<file path="config.mk">
export PLATFORM = sky130hd
export DESIGN_NAME = nukv_fifo_rr_arbiter
export DESIGN_NICKNAME = d
export VERILOG_FILES = /design/src/rtl/nukv_fifo_rr_arbiter.sv
export SDC_FILE = /design/constraint.sdc
export NUM_CORES = 1
export LEC_CHECK = 0
export CORE_AREA = 2 2 132 134
export DETAILED_ROUTE_END_ITERATION = 12
export DIE_AREA = 0 0 134 136
export GPL_TIMING_DRIVEN = 0
export PLACE_DENSITY = 0.63
export SYNTH_ARGS = -nofsm -noshare
export SYNTH_HDL_FRONTEND = slang
export SYNTH_SLANG_ARGS = --single-unit
</file>
<file path="constraint.sdc">
create_clock -name clk -period 3.1 [get_ports clk]
set_input_delay 0.31 -clock clk [delete_from_list [all_inputs] [get_ports clk]]
set_output_delay 0.31 -clock clk [all_outputs]
set_load 0.005 [all_outputs]
</file>
<file path="src/rtl/nukv_fifo_rr_arbiter.sv">
// nukv_fifo_rr_arbiter: round-robin merge of NUM_PORTS AXI-stream requesters
// into one registered output stream. A grant lasts a whole packet, or a whole
// burst when PACKET_MODE=0. Downstream almost-full only blocks new grants.
module nukv_fifo_rr_arbiter #(
  parameter int unsigned NUM_PORTS   = 4,
  parameter int unsigned DATA_SIZE   = 64,
  parameter int unsigned PACKET_MODE = 1,
  parameter int unsigned MAX_BURST   = 16,
  parameter int unsigned ID_BITS     = 2
) (
  input  logic                           clk,
  input  logic                           rst_n,
  input  logic [NUM_PORTS*DATA_SIZE-1:0] s_axis_tdata,
  input  logic [NUM_PORTS-1:0]           s_axis_tvalid,
  input  logic [NUM_PORTS-1:0]           s_axis_tlast,
  output logic [NUM_PORTS-1:0]           s_axis_tready,
  output logic [DATA_SIZE-1:0]           m_axis_tdata,
  output logic                           m_axis_tvalid,
  output logic                           m_axis_tlast,
  output logic [ID_BITS-1:0]             m_axis_tid,
  input  logic                           m_axis_tready,
  input  logic                           m_axis_talmostfull
);

  localparam int unsigned GW = (NUM_PORTS > 1) ? $clog2(NUM_PORTS) : 1;
  localparam int unsigned CW = 8;
  localparam logic [GW-1:0] LAST_RST  = GW'(NUM_PORTS - 1);
  localparam logic [CW-1:0] BURST_END = CW'(MAX_BURST - 1);

  typedef enum logic {
    ST_IDLE = 1'b0,
    ST_XFER = 1'b1
  } state_t;

  state_t                 r_state;
  state_t                 w_state_nxt;
  logic [GW-1:0]          r_grant;
  logic [GW-1:0]          w_grant_nxt;
  logic [GW-1:0]          r_last_port;
  logic [GW-1:0]          w_last_nxt;
  logic [CW-1:0]          r_beat_cnt;
  logic [CW-1:0]          w_beat_cnt_nxt;

  logic [2*NUM_PORTS-1:0] w_dbl;
  logic [NUM_PORTS-1:0]   w_rot;
  int unsigned            w_off;
  logic                   w_sel_vld;
  logic [GW-1:0]          w_sel;

  logic [DATA_SIZE-1:0]   w_sdata [NUM_PORTS];
  logic [NUM_PORTS-1:0]   w_ready;
  logic                   w_out_free;
  logic                   w_accept;
  logic                   w_burst_end;
  logic                   w_release;

  logic [DATA_SIZE-1:0]   r_m_tdata;
  logic                   r_m_tvalid;
  logic                   r_m_tlast;
  logic [ID_BITS-1:0]     r_m_tid;

  // Split the flat input data bus into per-port lanes
  for (genvar gp = 0; gp < NUM_PORTS; gp++) begin : g_unpack
    assign w_sdata[gp] = s_axis_tdata[gp*DATA_SIZE +: DATA_SIZE];
  end

  // Rotate valids so bit 0 is the port right after last_port, then take the lowest set bit
  always_comb begin
    w_dbl     = {s_axis_tvalid, s_axis_tvalid};
    w_rot     = NUM_PORTS'(w_dbl >> (32'(r_last_port) + 32'd1));
    w_off     = 0;
    w_sel_vld = |w_rot;
    for (int i = NUM_PORTS - 1; i >= 0; i--) begin
      if (w_rot[i]) begin
        w_off = i;
      end
    end
    w_sel = GW'((32'(r_last_port) + 32'd1 + w_off) % NUM_PORTS);
  end

  // Handshake terms for the granted port
  assign w_out_free  = ~r_m_tvalid | m_axis_tready;
  assign w_accept    = (r_state == ST_XFER) & s_axis_tvalid[r_grant] & w_out_free;
  assign w_burst_end = (PACKET_MODE == 0) && (r_beat_cnt == BURST_END);
  assign w_release   = s_axis_tlast[r_grant] | w_burst_end;

  // Only the granted port sees ready, and only while in XFER
  always_comb begin
    w_ready = '0;
    if (r_state == ST_XFER) begin
      w_ready[r_grant] = w_out_free;
    end
  end

  // Next-state logic: arbitrate in IDLE, count beats and release in XFER
  always_comb begin
    w_state_nxt    = r_state;
    w_grant_nxt    = r_grant;
    w_last_nxt     = r_last_port;
    w_beat_cnt_nxt = r_beat_cnt;
    case (r_state)
      ST_IDLE: begin
        if (!m_axis_talmostfull && w_sel_vld) begin
          w_state_nxt = ST_XFER;
          w_grant_nxt = w_sel;
          w_last_nxt  = w_sel;
        end
      end
      ST_XFER: begin
        if (w_accept) begin
          if (r_beat_cnt != '1) begin
            w_beat_cnt_nxt = r_beat_cnt + CW'(1);
          end
          if (w_release) begin
            w_state_nxt    = ST_IDLE;
            w_beat_cnt_nxt = '0;
          end
        end
      end
      default: begin
        w_state_nxt = ST_IDLE;
      end
    endcase
  end

  // Arbiter state registers
  always_ff @(posedge clk or negedge rst_n) begin
    if (!rst_n) begin
      r_state     <= ST_IDLE;
      r_grant     <= '0;
      r_last_port <= LAST_RST;
      r_beat_cnt  <= '0;
    end else begin
      r_state     <= w_state_nxt;
      r_grant     <= w_grant_nxt;
      r_last_port <= w_last_nxt;
      r_beat_cnt  <= w_beat_cnt_nxt;
    end
  end

  // Output register: load on accept, drop valid once consumed with nothing new
  always_ff @(posedge clk or negedge rst_n) begin
    if (!rst_n) begin
      r_m_tdata  <= '0;
      r_m_tvalid <= 1'b0;
      r_m_tlast  <= 1'b0;
      r_m_tid    <= '0;
    end else if (w_accept) begin
      r_m_tdata  <= w_sdata[r_grant];
      r_m_tvalid <= 1'b1;
      r_m_tlast  <= w_release;
      r_m_tid    <= ID_BITS'(r_grant);
    end else if (m_axis_tready) begin
      r_m_tvalid <= 1'b0;
    end
  end

  assign s_axis_tready = w_ready;
  assign m_axis_tdata  = r_m_tdata;
  assign m_axis_tvalid = r_m_tvalid;
  assign m_axis_tlast  = r_m_tlast;
  assign m_axis_tid    = r_m_tid;

endmodule
</file>
==> out/results.txt, run 1 <==
Status = finished clean
Avg Inst Size Synth = 16.3 um2
Root buf cell = clkbuf_16
Num rows = 48
DP Wirelength = 13800 um
Per-cell routed wire length = 19.4 um
Hold-fix buffers at CTS = 1
Clk_skew = 0.00355 ns
Ys flop type = dfrtp_1
Switching Fraction = 0.309
# diodes = 0
Count leader, synth = dfrtp_1
Async set-reset flop share out of synthesis = 1.00
RSZ-0062 raised after global routing = false
CTS tree = yes
GRT overflow = 0
Top post-synthesis cells by area = dfrtp_1 39%, mux4_2 33%, mux2_2 12%
Worst skew pair latency = 0.33 ns
Setup violators final = 0
Post-CTS setup buffers = 0
Initial antenna violation count = 0
Yosys top cell area share = 0.390
Most frequent CP cell = buf_2
Pint = 0.00495 W
PD cells = 836 nW/um2
Clk buf depth = 2
Fin Hold WS = 0.433 ns
Final period util = 0.864
GP Congestion = 0.881
VDD IR-drop max = 0.000370 V
Leak = 3.31 nW
Sequential share of power = 0.244
Die Ht = 136 um
YS warnings = 0
Synthesized cell area = 4550 um2
H-tree levels = 3
Startpoint types = register
Commonest cells in the netlist = 71 x dfrtp_1, 66 x mux4_2, 50 x mux2_2
Final Critical Period = 2.68 ns
Kind of critical path = register to primary output
Critical Path End Type = primary output
First-pass GRT wire length = 25200 um
Reg-to-Reg Start = r_last_port[1]$_DFFE_PN1P_
Ratio of cells with drive above 1 in the final layout = 0.258
Pwr Total = 0.00717 W
Buffers & Inverters on Critical Path = 5
Die Span X = 134 um
Final hold violation count = 0
CP peak stage delay = 0.55 ns
Min-Delay Path Class = input port to asynchronous set/reset pin
Max Freq = 374 MHz
Worst R2R Path Depth = 10
Initial Utilization = 0.270
CP arrival = 2.37 ns
Critical path's slowest cell = clkdlybuf4s50_1
Largest net degree at the start of global routing = 54
Core Box Area = 16900 um2
Crit-path cells = buf_2, buf_6, buf_2, inv_1, nor3_1, clkdlybuf4s50_1
Synth Instances = 280
Mapped Nets = 549
Initial DRC count = 91
Worst Tran Pin Value = 0.764 ns
# Max-Cap Violations = 0
Reg2Reg Setup Slack = 0.82 ns
Drt pass-1 iters = 4
Top fanout value on the critical path = 10
Switching pwr = 0.00222 W
Post-CTS Resized = 0
Synth cell types = 32
#FFs+latches synth = 73
CTS clk-pin slew, worst paths = 0.06 ns
Synth area leader = dfrtp_1
CTS Sinks = 73
Routed Antenna Nets = 0
DRC viols = 0
Max-slew violations = 0
CP top delay family = buffers and inverters
Die ar. = 18200 um2
Number of synthesized flops with an enable pin = 0
Vias per inst = 4.73
Slew HR = 0.491
Vias in the first global route = 4615
Net count reported at finish = 900
IO Pins = 340
Comb pwr share = 0.597
Port Buf Inserts = 338
Via count = 4070
Total Routing Usage GR = 0.183
Power share of the clock group = 0.159
CTS buffer count = 9
R2r endpoint = r_grant[1]$_DFFE_PN0P_
Register area share after synthesis = 0.402
Total wire length = 16700 um
Critical Path RT = 2.79 ns
Layout area overhead = 88.5%
layout make-up:
cell class,count,area [um2]
timing repair buffer,340,3420
buffer,25,159
clock buffer,11,253
clock inverter,5,77.6
fill,1457,8290
inverter,4,15.0
multi-input combinational,178,2550
tap,225,282
sequential,73,1830
flip-flops by register name, indices dropped and copies added (netlist names):
signal	cells
m_axis_tdata	64
m_axis_tid	2
r_grant	2
r_last_port	2
m_axis_tlast	1
m_axis_tvalid	1
r_state	1
metrics by stage:
| step | instance area [um2] | setup TNS [ns] | cells | utilization | worst slack, ns |
|---|---|---|---|---|---|
| 6_report | 8580 | 0 | 861 | 0.509 | 0.423 |
| 5_1_grt | 8580 | 0 | 861 | 0.509 | 0.171 |
| 4_1_cts | 8580 | 0 | 861 | 0.509 | 0.337 |
| 3_5_place_dp | 8240 | 0 | 844 | 0.488 | 0.548 |
| 3_3_place_gp | 8220 | -61.71 | 843 | 0.487 | -0.877 |
| 2_1_floorplan | 4550 | 0 | 280 | - | 1.10 |
power by group through the flow:
| stage | Clock [W] | Sequential (W) | Combinational, W |
|---|---|---|---|
| global placement | 0 | 0.00174 | 0.00432 |
| global route | 0.00121 | 0.00181 | 0.00462 |
| finish | 0.00114 | 0.00175 | 0.00428 |
| CTS | 0.00118 | 0.00175 | 0.00438 |
| floorplan | 0 | 0.00176 | 0.00242 |
| detailed placement | 0 | 0.00177 | 0.00436 |
routing by layer:
metal | GRT usage | up-vias | wire [um]
li1 | - | 1824 | -
met4 | 0.0544 | 0 | 316
met3 | 0.0608 | 21 | 1420
met2 | 0.340 | 185 | 8890
met1 | 0.196 | 2040 | 6060
met5 | 0 | - | 0
worst reg2reg max path: stages (launching register included):
cell       delay [ns]
dfstp_2          0.60
nand2_1          0.09
a2bb2oi_1        0.18
nor2_1           0.07
a21oi_1          0.14
a21oi_1          0.10
ha_1             0.21
xnor2_1          0.26
xnor2_1          0.18
xnor2_1          0.09
mux2_2           0.26
logic make-up after synthesis:
family                   synth area share
multiplexers                        0.505
XOR/XNOR                          0.00770
AND/OR/NAND/NOR                    0.0291
flip-flops                          0.402
adder cells (fa/ha/maj)           0.00275
AO/OA/AOI/OAI                      0.0154
buffers and inverters              0.0382
worst max-delay path by stage:
stage / start / end / depth (start not counted)
4_1_cts: r_grant[0]$_DFFE_PN0P_ / s_axis_tready[3] / 6
5_1_grt: r_grant[0]$_DFFE_PN0P_ / s_axis_tready[3] / 6
3_3_place_gp: rst_n / m_axis_tdata[47]$_DFFE_PN0P_ / 1
2_1_floorplan: r_last_port[1]$_DFFE_PN1P_ / r_grant[1]$_DFFE_PN0P_ / 10
6_report: r_grant[0]$_DFFE_PN0P_ / s_axis_tready[3] / 6
3_5_place_dp: s_axis_tvalid[0] / r_grant[1]$_DFFE_PN0P_ / 11
cell usage in the layout (no fill, tap or decap), types with 3 or more instances in the layout:
| master | count |
|---|---|
| nor2b_1 | 3 |
| clkdlybuf4s50_1 | 337 |
| nor3_1 | 5 |
| dfrtp_1 | 71 |
| buf_4 | 5 |
| o21ai_0 | 3 |
| buf_6 | 3 |
| mux2_4 | 10 |
| mux4_2 | 66 |
| clkbuf_1 | 8 |
| xnor2_1 | 3 |
| buf_2 | 9 |
| nand2_1 | 10 |
| clkbuf_16 | 9 |
| inv_1 | 4 |
| mux2_1 | 7 |
| nor2_1 | 3 |
| a21oi_1 | 3 |
| mux2_2 | 50 |
Power figures use the tool's default switching activity.
==> run 2, diff against run 1 <==
--- a/config.mk
+++ b/config.mk
@@ -5,11 +5,11 @@
 export SDC_FILE = /design/constraint.sdc
 export NUM_CORES = 1
 export LEC_CHECK = 0
-export CORE_AREA = 2 2 132 134
+export CORE_AREA = 4 4 130 132
 export DETAILED_ROUTE_END_ITERATION = 12
 export DIE_AREA = 0 0 134 136
 export GPL_TIMING_DRIVEN = 0
-export PLACE_DENSITY = 0.63
+export PLACE_DENSITY = 0.66
 export SYNTH_ARGS = -nofsm -noshare
 export SYNTH_HDL_FRONTEND = slang
 export SYNTH_SLANG_ARGS = --single-unit
==> out/results.txt, run 2 (same netlist as run 1, synthesis figures left out) <==
Clk_skew = 0.00951 ns
Switching Fraction = 0.313
First-pass GRT wire length = 26600 um
PD cells = 838 nW/um2
Crit-path cells = buf_2, buf_6, buf_2, inv_1, nor3_1, clkdlybuf4s50_1
Final hold violation count = 0
CP arrival = 2.38 ns
H-tree levels = 3
Most frequent cells in the layout = 337 x clkdlybuf4s50_1, 71 x dfrtp_1, 66 x mux4_2
Power share of the clock group = 0.161
Initial antenna violation count = 1
Max reg flops = 64
Comb pwr share = 0.598
RSZ-0062 raised after global routing = false
Critical Path End Type = primary output
Top fanout value on the critical path = 10
Core Util, Final = 0.545
Via count = 4043
Total wire length = 17700 um
Die ar. = 18200 um2
Initial Utilization = 0.290
Final period util = 0.866
Kind of critical path = register to primary output
Sequential share of power = 0.241
Largest net degree at the start of global routing = 69
CP peak stage delay = 0.58 ns
Port Buf Inserts = 338
R2r endpoint = r_grant[1]$_DFFE_PN0P_
Vias per inst = 4.75
Worst R2R Path Depth = 10
Final Critical Period = 2.69 ns
Per-cell routed wire length = 20.8 um
Net count reported at finish = 900
Reg-to-Reg Start = r_last_port[1]$_DFFE_PN1P_
Switching pwr = 0.00225 W
Routed Antenna Nets = 0
CTS buffer count = 9
CTS tree = yes
VDD IR-drop max = 0.000326 V
Layout area overhead = 88.3%
DP Wirelength = 14800 um
Worst Setup SP = r_grant[0]$_DFFE_PN0P_
Final WS setup = 0.414 ns
Worst skew pair latency = 0.34 ns
Die Ht = 136 um
Max-slew violations = 0
Max Freq = 372 MHz
Min-Delay Path Class = input port to asynchronous set/reset pin
Most frequent CP cell = buf_2
CTS clk-pin slew, worst paths = 0.06 ns
Total Routing Usage GR = 0.193
Critical Path RT = 2.79 ns
Ratio of cells with drive above 1 in the final layout = 0.258
Die Span X = 134 um
Post-CTS setup buffers = 0
CP endpoint = s_axis_tready[1]
Most common library cell in the layout ignoring fill and taps = clkdlybuf4s50_1
Worst Tran Pin Value = 0.767 ns
Initial DRC count = 162
# Max-Cap Violations = 0
Setup TNS = 0 ns
Dpl ws = 0.530 ns
Root buf cell = clkbuf_16
Core Box Area = 15700 um2
Critical path's slowest cell = clkdlybuf4s50_1
Startpoint types = register
DRC viols = 0
Slew HR = 0.489
IO Pins = 340
Pint = 0.00494 W
# diodes = 0
Vias in the first global route = 4734
Clk buf depth = 2
Leak = 3.31 nW
Reg2Reg Setup Slack = 0.81 ns
Num rows = 46
CTS Sinks = 73
Post-CTS Resized = 0
Status = finished clean
GRT overflow = 0
Setup violators final = 0
GP Congestion = 0.786
Drt pass-1 iters = 4
-- run 2: cell types whose count changed in the layout (fill, tap and decap cells not counted) --
cell,delta
clkbuf_8,-1
clkinv_2,-1
clkinv_4,+1
inv_6,+1
-- run 2: worst max-delay path: cells and delay by family, from the launching register on --
family	cells	cell delay, ns
buffers and inverters	5	1.48
flip-flops	1	0.32
AND/OR/NAND/NOR	1	0.22
-- run 2: worst min-delay path by stage --
stage / endpoint / slack [ns] / depth (start not counted)
floorplan: m_axis_tdata[0]$_DFFE_PN0P_ / 0.01 / 0
detailed placement: m_axis_tdata[10]$_DFFE_PN0P_ / 0.13 / 1
global route: m_axis_tdata[10]$_DFFE_PN0P_ / 0.33 / 2
CTS: m_axis_tdata[10]$_DFFE_PN0P_ / 0.32 / 2
global placement: m_axis_tlast$_DFFE_PN0P_ / 0.47 / 2
finish: m_axis_tdata[10]$_DFFE_PN0P_ / 0.33 / 2
-- run 2: layer usage --
layer / up-vias / wire (um) / global-route usage
met1: 2018 / 6210 / 0.200
met5: - / 15 / 0
li1: 1825 / - / -
met3: 20 / 1340 / 0.0696
met2: 178 / 9930 / 0.368
met4: 2 / 256 / 0.0491
-- run 2: layout make-up --
type                    instances  area [um2]
fillers                      1379        7140
flip-flops and latches         73        1830
well taps                     216         270
multi-input cells             178        2550
clock inverters                 6        90.1
inverters                       4        15.0
clock buffers                  10         239
plain buffers                  25         159
repair buffers                340        3420
-- run 2: per-stage QoR --
step           cells  hold slack [ns]  cell area, um2  power, W
2_1_floorplan    280           0.0144            4550   0.00418
3_3_place_gp     834            0.467            8210   0.00604
3_5_place_dp     835            0.133            8230   0.00612
4_1_cts          852            0.317            8570   0.00732
5_1_grt          852            0.335            8570   0.00765
6_report         852            0.332            8570   0.00718
-- run 2: repair_timing --
item / in CTS / in global routing
hold buffers: 1 / 0
endpoints found under the hold margin: 5 / 0
endpoints found under the setup margin: 0 / 0
-- run 2: power groups by stage --
stage	sequential [W]	combinational [W]	clock, W
after global placement	0.00173	0.00431	0
after global routing	0.00180	0.00462	0.00123
final	0.00173	0.00430	0.00115
after detailed placement	0.00175	0.00437	0
after floorplan	0.00176	0.00242	0
after CTS	0.00174	0.00439	0.00119
